## src/rtl/wr_ingress_pkg.sv

```systemverilog
// rtl/wr_ingress_pkg.sv - shared framing state encoding and default sizes for wr_ingress
package wr_ingress_pkg;

   typedef enum logic [1:0] {
      ST_IDLE    = 2'd0,
      ST_BODY    = 2'd1,
      ST_DISCARD = 2'd2
   } frame_state_t;

   localparam int DEF_D_SIZE  = 8;
   localparam int DEF_MAX_LEN = 16;

endpackage

```

## src/rtl/wr_skid2.sv

```systemverilog
// rtl/wr_skid2.sv - generic two-entry in-order skid buffer
module wr_skid2 #(
   parameter int W = 9
) (
   input  logic         clk,
   input  logic         rst,
   input  logic         push,
   input  logic         pop,
   input  logic [W-1:0] data,
   output logic [W-1:0] head,
   output logic [1:0]   cnt
);

   logic [W-1:0] mem [0:1];
   logic         rd_ptr;
   logic         wr_ptr;
   logic         push_ok;
   logic         pop_ok;

   // Guards keep occupancy in 0..2 even if a caller misbehaves.
   assign push_ok = push && (cnt != 2'd2);
   assign pop_ok  = pop && (cnt != 2'd0);
   assign head    = mem[rd_ptr];

   always_ff @(posedge clk) begin
      if (rst) begin
         cnt    <= 2'd0;
         rd_ptr <= 1'b0;
         wr_ptr <= 1'b0;
      end else begin
         rd_ptr <= rd_ptr ^ pop_ok;
         wr_ptr <= wr_ptr ^ push_ok;
         case ({push_ok, pop_ok})
            2'b10:   cnt <= cnt + 2'd1;
            2'b01:   cnt <= cnt - 2'd1;
            default: cnt <= cnt;
         endcase
      end
   end

   always_ff @(posedge clk) begin
      if (push_ok) begin
         mem[wr_ptr] <= data;
      end
   end

endmodule

```

## src/rtl/wr_ingress.sv

```systemverilog
// rtl/wr_ingress.sv - packet framing, truncation and skid buffering ahead of the write FIFO
module wr_ingress
   import wr_ingress_pkg::*;
#(
   parameter int D_SIZE  = DEF_D_SIZE,
   parameter int MAX_LEN = DEF_MAX_LEN
) (
   input  logic              wclk,
   input  logic              wrst,
   input  logic              in_valid,
   input  logic [D_SIZE-1:0] in_data,
   input  logic              in_last,
   output logic              in_ready,
   input  logic              full,
   output logic              wen,
   output logic [D_SIZE:0]   wdata,
   output logic              trunc_err,
   output logic [15:0]       pkt_cnt
);

   localparam logic [8:0] MAX_LEN_W = 9'(MAX_LEN);

   frame_state_t      state, state_nx;
   logic [7:0]        len, len_nx;
   logic              accept;
   logic              push;
   logic              set_trunc;
   logic [D_SIZE:0]   push_word;
   logic [D_SIZE:0]   head;
   logic [1:0]        cnt;

   wr_skid2 #(.W(D_SIZE + 1)) u_skid (
      .clk  (wclk),
      .rst  (wrst),
      .push (push),
      .pop  (wen),
      .data (push_word),
      .head (head),
      .cnt  (cnt)
   );

   assign in_ready = (cnt != 2'd2);
   assign accept   = in_valid && in_ready;
   assign wen      = (cnt != 2'd0) && !full;
   assign wdata    = head;

   always_ff @(posedge wclk) begin
      if (wrst) begin
         state     <= ST_IDLE;
         len       <= 8'd0;
         trunc_err <= 1'b0;
         pkt_cnt   <= 16'd0;
      end else begin
         state <= state_nx;
         len   <= len_nx;
         if (set_trunc) begin
            trunc_err <= 1'b1;
         end
         if (wen && head[D_SIZE] && (pkt_cnt != 16'hFFFF)) begin
            pkt_cnt <= pkt_cnt + 16'd1;
         end
      end
   end

   always_comb begin
      state_nx  = state;
      len_nx    = len;
      push      = 1'b0;
      set_trunc = 1'b0;
      push_word = {in_last, in_data};
      if (accept) begin
         case (state)
            ST_IDLE: begin
               push = 1'b1;
               if (!in_last) begin
                  len_nx   = 8'd1;
                  state_nx = ST_BODY;
               end
            end
            ST_BODY: begin
               push = 1'b1;
               if (in_last) begin
                  len_nx   = 8'd0;
                  state_nx = ST_IDLE;
               end else if (({1'b0, len} + 9'd1) < MAX_LEN_W) begin
                  len_nx = len + 8'd1;
               end else begin
                  // Packet hit its length cap: close it here and drop the rest.
                  push_word = {1'b1, in_data};
                  set_trunc = 1'b1;
                  len_nx    = 8'd0;
                  state_nx  = ST_DISCARD;
               end
            end
            ST_DISCARD: begin
               if (in_last) begin
                  state_nx = ST_IDLE;
               end
            end
            default: state_nx = ST_IDLE;
         endcase
      end
   end

endmodule
```

## config.mk

```make
export PLATFORM = sky130hd
export DESIGN_NAME = wr_ingress
export DESIGN_NICKNAME = d
export VERILOG_FILES = /design/src/rtl/wr_ingress_pkg.sv /design/src/rtl/wr_skid2.sv /design/src/rtl/wr_ingress.sv
export SDC_FILE = /design/constraint.sdc
export NUM_CORES = 1
export LEC_CHECK = 0
export ABC_AREA = 1
export CORE_MARGIN = 3
export CORE_UTILIZATION = 45
export DETAILED_ROUTE_END_ITERATION = 16
export PLACE_DENSITY_LB_ADDON = 0.15
export RECOVER_POWER = 25
export SETUP_SLACK_MARGIN = 0.15
export SYNTH_ARGS = -nofsm -noshare
export SYNTH_HDL_FRONTEND = slang
export SYNTH_SLANG_ARGS = --single-unit
```

## constraint.sdc

```tcl
create_clock -name wclk -period 4.25 [get_ports wclk]
set_clock_uncertainty 0.15 [all_clocks]
set_input_delay 0.6375 -clock wclk [delete_from_list [all_inputs] [get_ports wclk]]
set_output_delay 0.6375 -clock wclk [all_outputs]
set_load 0.01 [all_outputs]
```

==> results.json <==
{
  "status": "complete, no violations",
  "leakage_nw": 1.16,
  "io_pins": 41,
  "syn_area_per_cell_um2": 8.15,
  "layout.nets": 357,
  "cap_violations": 0,
  "vias": 1929,
  "post-synth-top-area-fraction_pct": 25.7,
  "cp.required_ps": 3460,
  "worst_hold_path_type": "reg -> reg",
  "ys_types": 29,
  "path_clk_slew_ps": 80,
  "gp_congestion": 0.746,
  "grt_pass1_vias": 1907,
  "max_freq_ghz": 0.379,
  "portBuffers": 40,
  "track_usage_pct": 16.8,
  "slowest_delay_ps": 550,
  "synth_seq_cells": 49,
  "syn_nets": 314,
  "grt_start_max_net_pins": 21,
  "syn_area_um2": 2410,
  "critPathCaptureType": "output port",
  "hold_buffers": 0,
  "grt_setup_unrepaired": "no",
  "dp_slack_ps": 1610,
  "antenna_found_initial": 0,
  "synthArstFlopShare_pct": 0,
  "overflow": 0,
  "core-area_um2": 5140,
  "cts_max_path_buffers": 2,
  "relSlewSlack_pct": 65.1,
  "critPathMostFrequentCell": "clkdlybuf4s50_1",
  "top_layer_used": "met4",
  "yosysMostFrequentCell": "nand2_1",
  "regToRegSetupSlack_ps": 2340,
  "ctsHtreeMaxLevel": 2,
  "path_class": "in -> out",
  "setup_viol": 0,
  "drt_iter0_markers": 118,
  "finalCriticalPeriod_ps": 2640,
  "dr_wl_met3_um": 178,
  "setup-tns-final_ps": 0,
  "worst_slew_pin_slew_ps": 522,
  "reg2reg_from": "u_skid.rd_ptr",
  "cp_cell_sequence": "clkdlybuf4s50_1 -> nor2_8 -> clkdlybuf4s50_1",
  "dieArea_um2": 6280,
  "post-cts-setup-buffers": 0,
  "drcViolationCount": 0,
  "arrival_ps": 1850,
  "synth_top_cell_by_area": "dfxtp_1",
  "ir_worst_vdd_v": 0.000160,
  "yosys-top-cells-count": "nand2_1, nor2_1, dfxtp_1",
  "wl_per_cell_um": 11.2,
  "critPathCapture": "wen",
  "wl_mm": 4.61,
  "initial_core_util_pct": 46.9,
  "dr.pass1.iters": 5,
  "clkSinkCount": 49,
  "wl_met2_mm": 2.19,
  "grt_pass1_wl_mm": 8.47,
  "yosysSeqAreaShare_pct": 48.1,
  "synth_area_leaders": "dfxtp_1, edfxtp_1, nand2_1",
  "cts_tree": "done",
  "via_per_inst": 4.70,
  "crit_path_start": "full",
  "syn_to_final_growth_pct": 23.7,
  "die_x_um": 79.2,
  "cts_resized": 0,
  "startpoint_type": "input port",
  "cp_slowest_cell": "clkdlybuf4s50_1",
  "worst-path-max-fanout": 5,
  "clkLatencyLatePin_ps": 290,
  "r2r_end": "pkt_cnt[8]",
  "drive_gt1_share_pct": 12.9,
  "synthFlopType": "dfxtp_1",
  "hold_violations": 0,
  "dpl.hpwl_mm": 3.27,
  "syn_inst": 296,
  "met1_length_mm": 2.20,
  "cts_buffers": 5,
  "drv_slew": 0,
  "root_buffer": "clkbuf_8",
  "n_antenna_cell": 0,
  "rows": 26,
  "synth_edf_count": 18,
  "die_y_um": 79.2,
  "ant_nets": 0,
  "power.density_nw_per_um2": 424,
  "fin_ws_ps": 1610,
  "ys_warn_count": 0,
  "finalCritPeriodShare_pct": 62.0,
  "reg2regPathDepth": 8
}
power by group:
| part | internal, W | switching (W) | leakage, nW |
|---|---|---|---|
| Clock | 0.000177 | 0.000147 | 0.0554 |
| Combinational | 0.000156 | 0.000196 | 0.686 |
| Sequential | 0.000549 | 0.0000408 | 0.419 |
| Total | 0.000882 | 0.000384 | 1.16 |
cell usage in the layout (no fill, tap or decap):
cell type and instances:
nor2_4 2, nor2_8 1, dlygate4sd3_1 10, edfxtp_1 18, or2_2 2, nand2_1 84, nand3b_1 3, a21oi_2 10
nand2_2 10, nor2_1 35, xnor2_1 3, inv_2 2, nor2_2 6, xor2_1 5, clkinv_1 1, nand2_4 2
clkinv_4 1, a21oi_1 10, clkbuf_8 5, nand3_1 15, buf_4 1, nand4_1 3, o21ai_0 8, clkdlybuf4s50_1 30
inv_1 28, dfxtp_1 31, nor3_1 5, bufinv_16 1, clkbuf_1 1, a21boi_0 1, ha_1 5, o21ai_4 1
per-stage QoR:
step,utilization [%],hold WS [ps],instances,total power (W),instance area (µm²)
finish,58.1,300,410,0.00127,2980
floorplan,-,273,296,0.000818,2410
CTS,58.1,301,410,0.00129,2980
global route,58.1,312,410,0.00136,2980
detailed placement,55.9,288,402,0.000962,2870
global placement,55.9,285,402,0.000953,2870
final cells by class:
cell class	count	area, µm²
fillers	504	2160
flip-flops and latches	49	1160
multi-input cells	211	1100
repair buffers	41	408
inverters	31	116
well taps	70	87.6
clock buffers	6	72.6
clock inverters	2	38.8
critical path, delay by kind of cell:
family        cells  cell delay [ps]
buf+inv           2             1040
simple gates      1              170
cell families after synthesis:
logic type | synth area share (%)
buffers and inverters | 6.28
XOR/XNOR | 2.90
flip-flops | 48.1
AND/OR/NAND/NOR | 31.7
adder cells (fa/ha/maj) | 2.59
AO/OA/AOI/OAI | 8.35
registers in the layout, summed over array words and instances, names as in the netlist:
name	count
len	8
pkt_cnt	16
state	2
trunc_err	1
u_skid.cnt	2
u_skid.mem	18
u_skid.rd_ptr	1
u_skid.wr_ptr	1
worst min path at each step:
stage / start / end / slack (ps) / cells after the start
CTS: len[6] / len[6] / 300 / 2
floorplan: len[5] / len[5] / 270 / 2
detailed placement: len[6] / len[6] / 290 / 2
global route: len[6] / len[6] / 310 / 2
finish: len[6] / len[6] / 300 / 2
global placement: len[6] / len[6] / 290 / 2
per-layer routing:
metal  GRT usage, %  up-vias
met5              0        -
met2           28.5       40
met1           21.6      857
li1               -     1028
met3           3.85        4
met4           4.64        0
No activity file was read; power rests on OpenSTA's default activity.
